--- config.mk ---
export PLATFORM = sky130hd
export DESIGN_NAME = fft_frame_feeder
export DESIGN_NICKNAME = d
export VERILOG_FILES = /design/src/rtl/fft_frame_feeder.sv
export SDC_FILE = /design/constraint.sdc
export NUM_CORES = 1
export LEC_CHECK = 0
export ABC_AREA = 1
export BUFFER_PORTS_ARGS = -buffer_cell sky130_fd_sc_hd__buf_4
export CAP_MARGIN = 20
export CORE_UTILIZATION = 40
export DETAILED_ROUTE_END_ITERATION = 8
export MAX_ROUTING_LAYER = met4
export SLEW_MARGIN = 20
export SYNTH_ARGS = -nofsm -noshare
export SYNTH_HDL_FRONTEND = slang
export SYNTH_SLANG_ARGS = --single-unit
--- constraint.sdc ---
create_clock -name clk -period 4.7 [get_ports clk]
set_input_delay 0.47 -clock clk [delete_from_list [all_inputs] [get_ports clk]]
set_output_delay 0.47 -clock clk [all_outputs]
set_load 0.02 [all_outputs]
--- src/rtl/fft_frame_feeder.sv ---
// Frames a free-running complex sample stream into N-sample Avalon-ST packets for
// the FFT sink port, buffering through a FWFT FIFO whose head sits in an output register.
module fft_frame_feeder #(
  parameter int N      = 64,
  parameter int DATA_W = 12,
  parameter int DEPTH  = 16
) (
  input  logic              clk,
  input  logic              reset_n,
  input  logic              in_valid,
  input  logic              in_sym_start,
  input  logic [DATA_W-1:0] in_real,
  input  logic [DATA_W-1:0] in_imag,
  input  logic              inverse_cfg,
  output logic              out_valid,
  input  logic              out_ready,
  output logic              out_sop,
  output logic              out_eop,
  output logic [DATA_W-1:0] out_real,
  output logic [DATA_W-1:0] out_imag,
  output logic [1:0]        out_error,
  output logic              out_inverse,
  output logic              overflow,
  output logic              dbg_state
);

  localparam int EW = 2*DATA_W + 5;
  localparam int AW = $clog2(DEPTH);
  localparam int CW = $clog2(N);
  localparam logic [AW:0]   DEPTH_C = (AW+1)'(DEPTH);
  localparam logic [CW-1:0] LAST_C  = CW'(N-1);

  typedef enum logic {IDLE = 1'b0, FILL = 1'b1} state_t;

  // Handshake: a pop happens on any edge where out_valid & out_ready; out_* then
  // hold their value whenever out_valid=1 & out_ready=0. Upstream has no backpressure.

  state_t          state;
  logic [CW-1:0]   cnt;
  logic            inv_lat;
  logic            pending_err;

  logic [EW-1:0]   mem [DEPTH];
  logic [AW-1:0]   wr_ptr;
  logic [AW-1:0]   rd_ptr;
  logic [AW:0]     mem_cnt;

  logic            pop;
  logic            load;
  logic            full;
  logic [AW:0]     occupancy;
  logic            push_req;
  logic            push_ok;
  logic            p_sop;
  logic            p_eop;
  logic [1:0]      p_err;
  logic            p_inv;
  logic [EW-1:0]   push_entry;

  assign dbg_state = (state == FILL);

  // Occupancy counts the output register too, so DEPTH is the total sample capacity.
  assign occupancy = mem_cnt + {{AW{1'b0}}, out_valid};
  assign full      = (occupancy == DEPTH_C);
  assign pop       = out_valid & out_ready;
  assign load      = (~out_valid | out_ready) & (mem_cnt != '0);

  always_comb begin
    push_req = 1'b0;
    p_sop    = 1'b0;
    p_eop    = 1'b0;
    p_err    = 2'b00;
    p_inv    = inv_lat;
    if (in_valid) begin
      if (in_sym_start) begin
        // A start while still in FILL abandons the frame, so this sop carries the error.
        push_req = 1'b1;
        p_sop    = 1'b1;
        p_inv    = inverse_cfg;
        p_err    = ((state == FILL) || pending_err) ? 2'b10 : 2'b00;
      end else if (state == FILL) begin
        push_req = 1'b1;
        p_eop    = (cnt == LAST_C);
      end
    end
    push_ok    = push_req & (~full | pop);
    push_entry = {in_real, in_imag, p_sop, p_eop, p_err, p_inv};
  end

  always_ff @(posedge clk or negedge reset_n) begin
    if (!reset_n) begin
      state       <= IDLE;
      cnt         <= '0;
      inv_lat     <= 1'b0;
      pending_err <= 1'b0;
      overflow    <= 1'b0;
    end else if (push_req) begin
      if (!push_ok) begin
        overflow    <= 1'b1;
        pending_err <= 1'b1;
        state       <= IDLE;
        cnt         <= '0;
      end else if (p_sop) begin
        state       <= FILL;
        cnt         <= CW'(1);
        inv_lat     <= inverse_cfg;
        pending_err <= 1'b0;
      end else if (p_eop) begin
        state <= IDLE;
        cnt   <= '0;
      end else begin
        cnt <= cnt + CW'(1);
      end
    end
  end

  always_ff @(posedge clk) begin
    if (push_ok) mem[wr_ptr] <= push_entry;
  end

  always_ff @(posedge clk or negedge reset_n) begin
    if (!reset_n) begin
      wr_ptr      <= '0;
      rd_ptr      <= '0;
      mem_cnt     <= '0;
      out_valid   <= 1'b0;
      out_real    <= '0;
      out_imag    <= '0;
      out_sop     <= 1'b0;
      out_eop     <= 1'b0;
      out_error   <= 2'b00;
      out_inverse <= 1'b0;
    end else begin
      if (push_ok) wr_ptr <= wr_ptr + AW'(1);
      if (load)    rd_ptr <= rd_ptr + AW'(1);
      case ({push_ok, load})
        2'b10:   mem_cnt <= mem_cnt + (AW+1)'(1);
        2'b01:   mem_cnt <= mem_cnt - (AW+1)'(1);
        default: mem_cnt <= mem_cnt;
      endcase
      // The output register only refills when empty or consumed, giving the hold rule.
      if (load) begin
        out_valid <= 1'b1;
        {out_real, out_imag, out_sop, out_eop, out_error, out_inverse} <= mem[rd_ptr];
      end else if (pop) begin
        out_valid <= 1'b0;
      end
    end
  end

endmodule

Word level (Yosys, flattened, before mapping)
Memory sizes are Yosys's and may differ from the RTL's. A register that Yosys moved wholly into a read port is not among the register bits.
Index checks and enable logic that the tools add are counted.

storage, ports and cells
  flip-flop bits (word level) = 24
  memory bits (writable) = 464
  input port bits = 30
  output and inout bits = 32
  word-level logic and storage cells = 65
  memories = 1

memories
  name  words  width  rd ports  clocked after Yosys merged registers in  write ports  line  RTL
  mem   16     29     1         1                                        1            43    logic [EW-1:0] mem [DEPTH];

operators by class
  add/sub/neg operators = 6
  equal/unequal tests = 6
  muxes and demuxes = 26
  bitwise gates (word level) = 8
  reductions and logical operators = 9

operators with widths
  cell                                                                    number
  1-bit 2-to-1 mux                                                        19
  6-bit 2-to-1 mux                                                        3
  5-bit one-hot mux with 2 select lines                                   1
  4-bit by 1-bit adder with 4-bit output (second input constant)          2
  6-bit by 1-bit adder with 6-bit output (second input constant)          1
  6-bit equality test (second input constant)                             1
  2-bit 2-to-1 mux                                                        3
  2-bit AND reduction                                                     3
  5-bit by 1-bit adder with 5-bit output                                  1
  5-bit by 1-bit adder with 5-bit output (second input constant)          1
  5-bit equality test (second input constant)                             1
  5-bit nonzero test                                                      1
  5-bit by 1-bit subtractor with 5-bit output (second input constant)     1
  2-bit nonzero test                                                      2
  1-bit bitwise AND                                                       3
  3-bit by 1-bit != test with 1-bit output (second input constant)        1
  1-bit NOT                                                               3
  3-bit AND reduction                                                     1
  2-bit by 1-bit equality test with 1-bit output (second input constant)  1
  2-bit equality test (second input constant)                             1
  2-bit by 1-bit != test with 1-bit output (second input constant)        1
  1-bit OR                                                                2
  1-bit logical NOT                                                       1
  1-bit logical OR                                                        1

Longest topological paths before layout
  depth after elaboration = 7
  mapped depth = 17
  gate-level depth less buffers = 17

Least setup slack after synthesis
Ideal clock, no wire load.

  kind = register -> register
  start = register out_valid
  end = memory mem[0][0] in the netlist's numbering, enable pin
  setup time = 0.413 ns
  arrival = 2.791 ns
  data required time = 4.287 ns
  path slack = 1.496 ns
  cell stages (with the launch flop) = 11
  buffers on the path = 0
  clock period less this slack = 3.204 ns
  cells stage by stage = dfrtp_1 > ha_1 > ha_1 > nor2_1 > nand3_1 > nor2_1 > nand3_1 > nand2_2 > inv_2 > nand2_1 > nor2_1

between the ends
  word-level cells in the longest chain between the ends = 7
  elaborated cells between the ends (all ways) = 8
  those cells by class = add/sub (1); eq/ne (1); mux (2); bitwise (4)

RTL lines
  element                                     line  RTL
  start: declaration                          15    output logic out_valid,
  start signal: assignment                    126   out_valid <= 1'b0;
  start signal: assignment                    143   out_valid <= 1'b1;
  start signal: assignment                    146   out_valid <= 1'b0;
  5-bit by 1-bit adder with 5-bit output      63    assign occupancy = mem_cnt + {{AW{1'b0}}, out_valid};
  5-bit equality test                         64    assign full = (occupancy == DEPTH_C);
  1-bit NOT                                   86    push_ok = push_req & (~full | pop);
  1-bit OR (*)                                86
  1-bit bitwise AND (*)                       86
  1-bit 2-to-1 mux (*)                        118   if (push_ok) mem[wr_ptr] <= push_entry;
  1-bit 2-to-1 mux (implied by the code) (*)  118
  end: declaration                            43

Every way passes the cells marked *; elsewhere a longest branch is shown, timed or not.

Final worst setup path
  start = register mem_cnt[0]
  end = memory mem[10][27] in the netlist's numbering, enable pin

between the ends
  word-level cells in the longest chain between the ends = 7

RTL lines
  element                                 line  RTL
  start: declaration                      46    logic [AW:0] mem_cnt;
  start signal: assignment                137   2'b10: mem_cnt <= mem_cnt + (AW+1)'(1);
  start signal: assignment                138   2'b01: mem_cnt <= mem_cnt - (AW+1)'(1);
  start signal: assignment                139   default: mem_cnt <= mem_cnt;
  5-bit by 1-bit adder with 5-bit output  63
  5-bit equality test                     64
  1-bit NOT                               86
  1-bit OR                                86
  1-bit bitwise AND                       86
  1-bit 2-to-1 mux                        118
  1-bit 2-to-1 mux (implied by the code)  118

Every way passes these cells.

==> metrics.md <==
| Metric | Value |
|---|---|
| Pins Over Slew Limit | `0` |
| Post-Synth Adder-Cell Area | `0.835%` |
| Synth area leader | `edfxtp_1` |
| Overall routing resource usage | `around a fifth` |
| Setup tns final | `0 ns` |
| Fin crit period | `~3.1 ns` |
| Cts hold-fix bufs | `0` |
| Sequential cell area | `approximately 15000 um2` |
| Synth top area share | `66.0%` |
| Starting density of the core | `about two fifths` |
| Mapped Avg Cell Area | `11.5 um2` |
| Skew final | `0.0255 ns` |
| Synth Area in Simple Gates | `between 20% and 30%` |
| PostCTS Resize Cnt | `0` |
| Hold Violations, Final | `24` |
| Total CTS buffers | `between 50 and 60` |
| GRT Residual Overflow | `0` |
| Yosys warns | `0` |
| ANT cells | `0` |
| Main combinational cell family by area after synthesis | `simple AND/OR/NAND/NOR gates` |
| RSZ-0062 raised after global routing | `false` |
| # clock sinks | `500` |
| Mapped Area | `20400 um2` |
| Sequential fraction of the synthesis area | `72.4%` |
| Top post-synthesis cells by count | `721 x nand2_1, 448 x edfxtp_1, 349 x nand3_1, 52 x dfrtp_1, 38 x buf_2` |
| Die height | `228 um` |
| Cells after Synth | `around 1.8k` |
| First-pass GRT wire length | `~76 mm` |
| Fmax | `~320 MHz` |
| DIE AREA | `~52000 um2` |
| Distinct cells, synth | `24` |
| Cell count after placement | `2423` |
| XOR/XNOR share of the synthesized area | `less than 1%` |
| I/O pin total | `62` |
| Largest net degree at the start of global routing | `114` |
| Worst Max-Slew Pin Slew | `around 1.1 ns` |
| Max Fanout on Critical Path | `28` |
| Critical path class | `reg -> reg` |
| Clk_lat worst skew | `approximately 0.6 ns` |
| Violated checks | `negative hold slack` |
| Worst reg2reg path startpoint | `mem_cnt[0]` |
| Placed inst area | `roughly 21000 um2` |
| Initial antenna violation count | `0` |
| WP data required | `between 4 and 5 ns` |
| GR Util met1 | `between 20 and 30%` |
| Drc violations | `0` |
| Synth Area in Compound Gates | `less than 1%` |
| Hold crit path type | `in -> async` |
| Syn_nets | `1818` |
| Maxcap violations | `0` |
| Final setup vio count | `0` |
| Status | `complete, but fails checks` |
| FF-to-FF path depth | `10` |
| Proportion of synthesized area in mux cells | `0%` |
| Leading cell types by total area after synthesis | `edfxtp_1 66%, nand2_1 13%, nand3_1 8.6%, dfrtp_1 6.4%, buf_4 1.0%` |
| Worst vdd ir | `between 0.3 and 0.4 mV` |
| Met3 Use GR | `2.91%` |
| Cell Pwr Density | `between 600 and 700 nW/um2` |
| Root buf cell | `clkbuf_16` |
| Layout cell share with drive strength beyond 1 | `9.79%` |
| Number of synthesized flops with an enable pin | `between 400 and 500` |
| Post-CTS Setup Inserts | `0` |
| Multi-input gate area | `5080 um2` |
| Layout Nets | `around 1.9k` |
| # port buffers | `60` |
| Final period util | `roughly two thirds` |
| Vias in the first global route | `~13k` |
| Met2 Use GR | `31.3%` |
| Crit path DAT | `roughly 3.3 ns` |
| Seq cells post-synth | `500` |
| Final Non-Filler Cells | `~2.5k` |
| Die extent in x | `~230 um` |
| Rows | `82` |
| Async set or reset register ratio after synthesis | `between 10% and 20%` |
| P_leak | `8.74 nW` |
| Filler cells | `between 4k and 5k` |
| Placer's final routability congestion estimate | `0.838` |
| Critical R2R Capture | `mem[10][27]` |
| Slew headroom | `a little over a quarter` |
| Starting DRT DRC Count | `a little over 1k` |
| Busiest grt layer | `met2` |
| R2r setup slk | `about 1.6 ns` |
| Via density | `just over 5` |
| Clock slew at reported path FFs | `around 0.06 ns` |
| Main synth FF type | `edfxtp_1` |
| CTS tree | `yes` |
| Vias | `about 13k` |
| Number of antenna-violating nets in the routed design | `0` |
| Maximum buffer depth of the clock tree | `3` |
| Worst hold slack | `-0.0170 ns` |
| Final core occ | `45.9%` |
| Core region area | `50200 um2` |
| H-tree Lvls | `2` |
| Post-route cell area | `23000 um2` |
| WL final | `~49 mm` |
| Crit start category | `register` |
| Crit path capture type | `register` |
| Wire per inst | `~19 um` |
| DP Wirelength | `about 27 mm` |
| DRT Pass-1 Iters | `5` |
| Area Overhead vs Synth | `13.1%` |
| Count leader, synth | `nand2_1` |
[registers in the layout (all words and copies together) (netlist names), 4 cells and up]
signal / count
cnt: 6
mem: 448
mem_cnt: 5
out_imag: 12
out_real: 12
rd_ptr: 4
wr_ptr: 4
[report_power, final]
part / switching (mW) / internal (mW) / total (mW)
clock network: 1.70 / 2.21 / 3.92
registers: 0.378 / 5.42 / 5.79
logic: 3.31 / 1.40 / 4.70
[cell usage in the layout, fill, tap and decap left out, types with 2 or more instances in the layout]
master and n:
nor3_1 2, clkinv_4 3, clkbuf_1 9, o21ai_0 10, clkinv_2 11, inv_6 2
clkbuf_16 52, nand2_2 3, clkinv_1 13, xnor2_1 3, bufinv_16 3, xor2_1 9
nor2_4 16, nand2_1 720, nor2_1 13, dfrtp_4 2, dfrtp_1 49, a21oi_1 7
inv_2 4, inv_1 21, buf_4 74, clkinvlp_4 3, ha_1 12, nand3_1 349
edfxtp_1 448, buf_16 2
[per-stage QoR]
stage	setup slack [ns]	total power, mW
3_3_place_gp	1.62	10.5
6_report	1.55	14.4
5_1_grt	1.38	15.3
3_5_place_dp	1.54	10.6
4_1_cts	1.52	14.5
2_1_floorplan	1.50	9.11
[worst max path at each step]
stage                   to  cells after the start        from  slack, ns
6_report       mem[10][27]                     10  mem_cnt[0]       1.55
5_1_grt        mem[10][15]                     10  mem_cnt[0]       1.38
4_1_cts         mem[9][25]                     10  mem_cnt[0]       1.52
3_5_place_dp     mem[9][7]                     10  mem_cnt[0]       1.54
3_3_place_gp   mem[10][16]                     10  mem_cnt[0]       1.62
2_1_floorplan    mem[0][0]                     10   out_valid       1.50
[logic make-up after synthesis]
logic type      after synthesis
fa+ha+maj                    13
xor+xnor                     12
other cells                   1
buf+inv                     127
compound gates               18
simple gates               1104
flops                       500
[critical path, stage by stage (launching register included)]
cell and delay (ns):
dfrtp_1 0.44, ha_1 0.25, ha_1 0.28, nor2_1 0.04
nand3_1 0.07, nor2_1 0.04, nand3_1 0.16, nand2_2 0.15
inv_2 0.16, nand2_1 0.25, nor2_4 0.90
[layout make-up]
cell class / instances / share of cell area, %
Inverter: 27 / 0.467
Timing Repair Buffer: 78 / 2.78
Tap cell: 672 / 3.65
Clock inverter: 34 / 1.14
Multi-Input combinational cell: 1148 / 22.1
Clock buffer: 62 / 5.85
Sequential cell: 500 / 64.1
[per-layer routing]
layer / vias up / part of all wire, %
met3: 87 / 4.6
met4: 0 / 2.6
met1: 6351 / 45
met5: - / 0
li1: 6175 / -
met2: 309 / 48
Power figures use the tool's default switching activity.
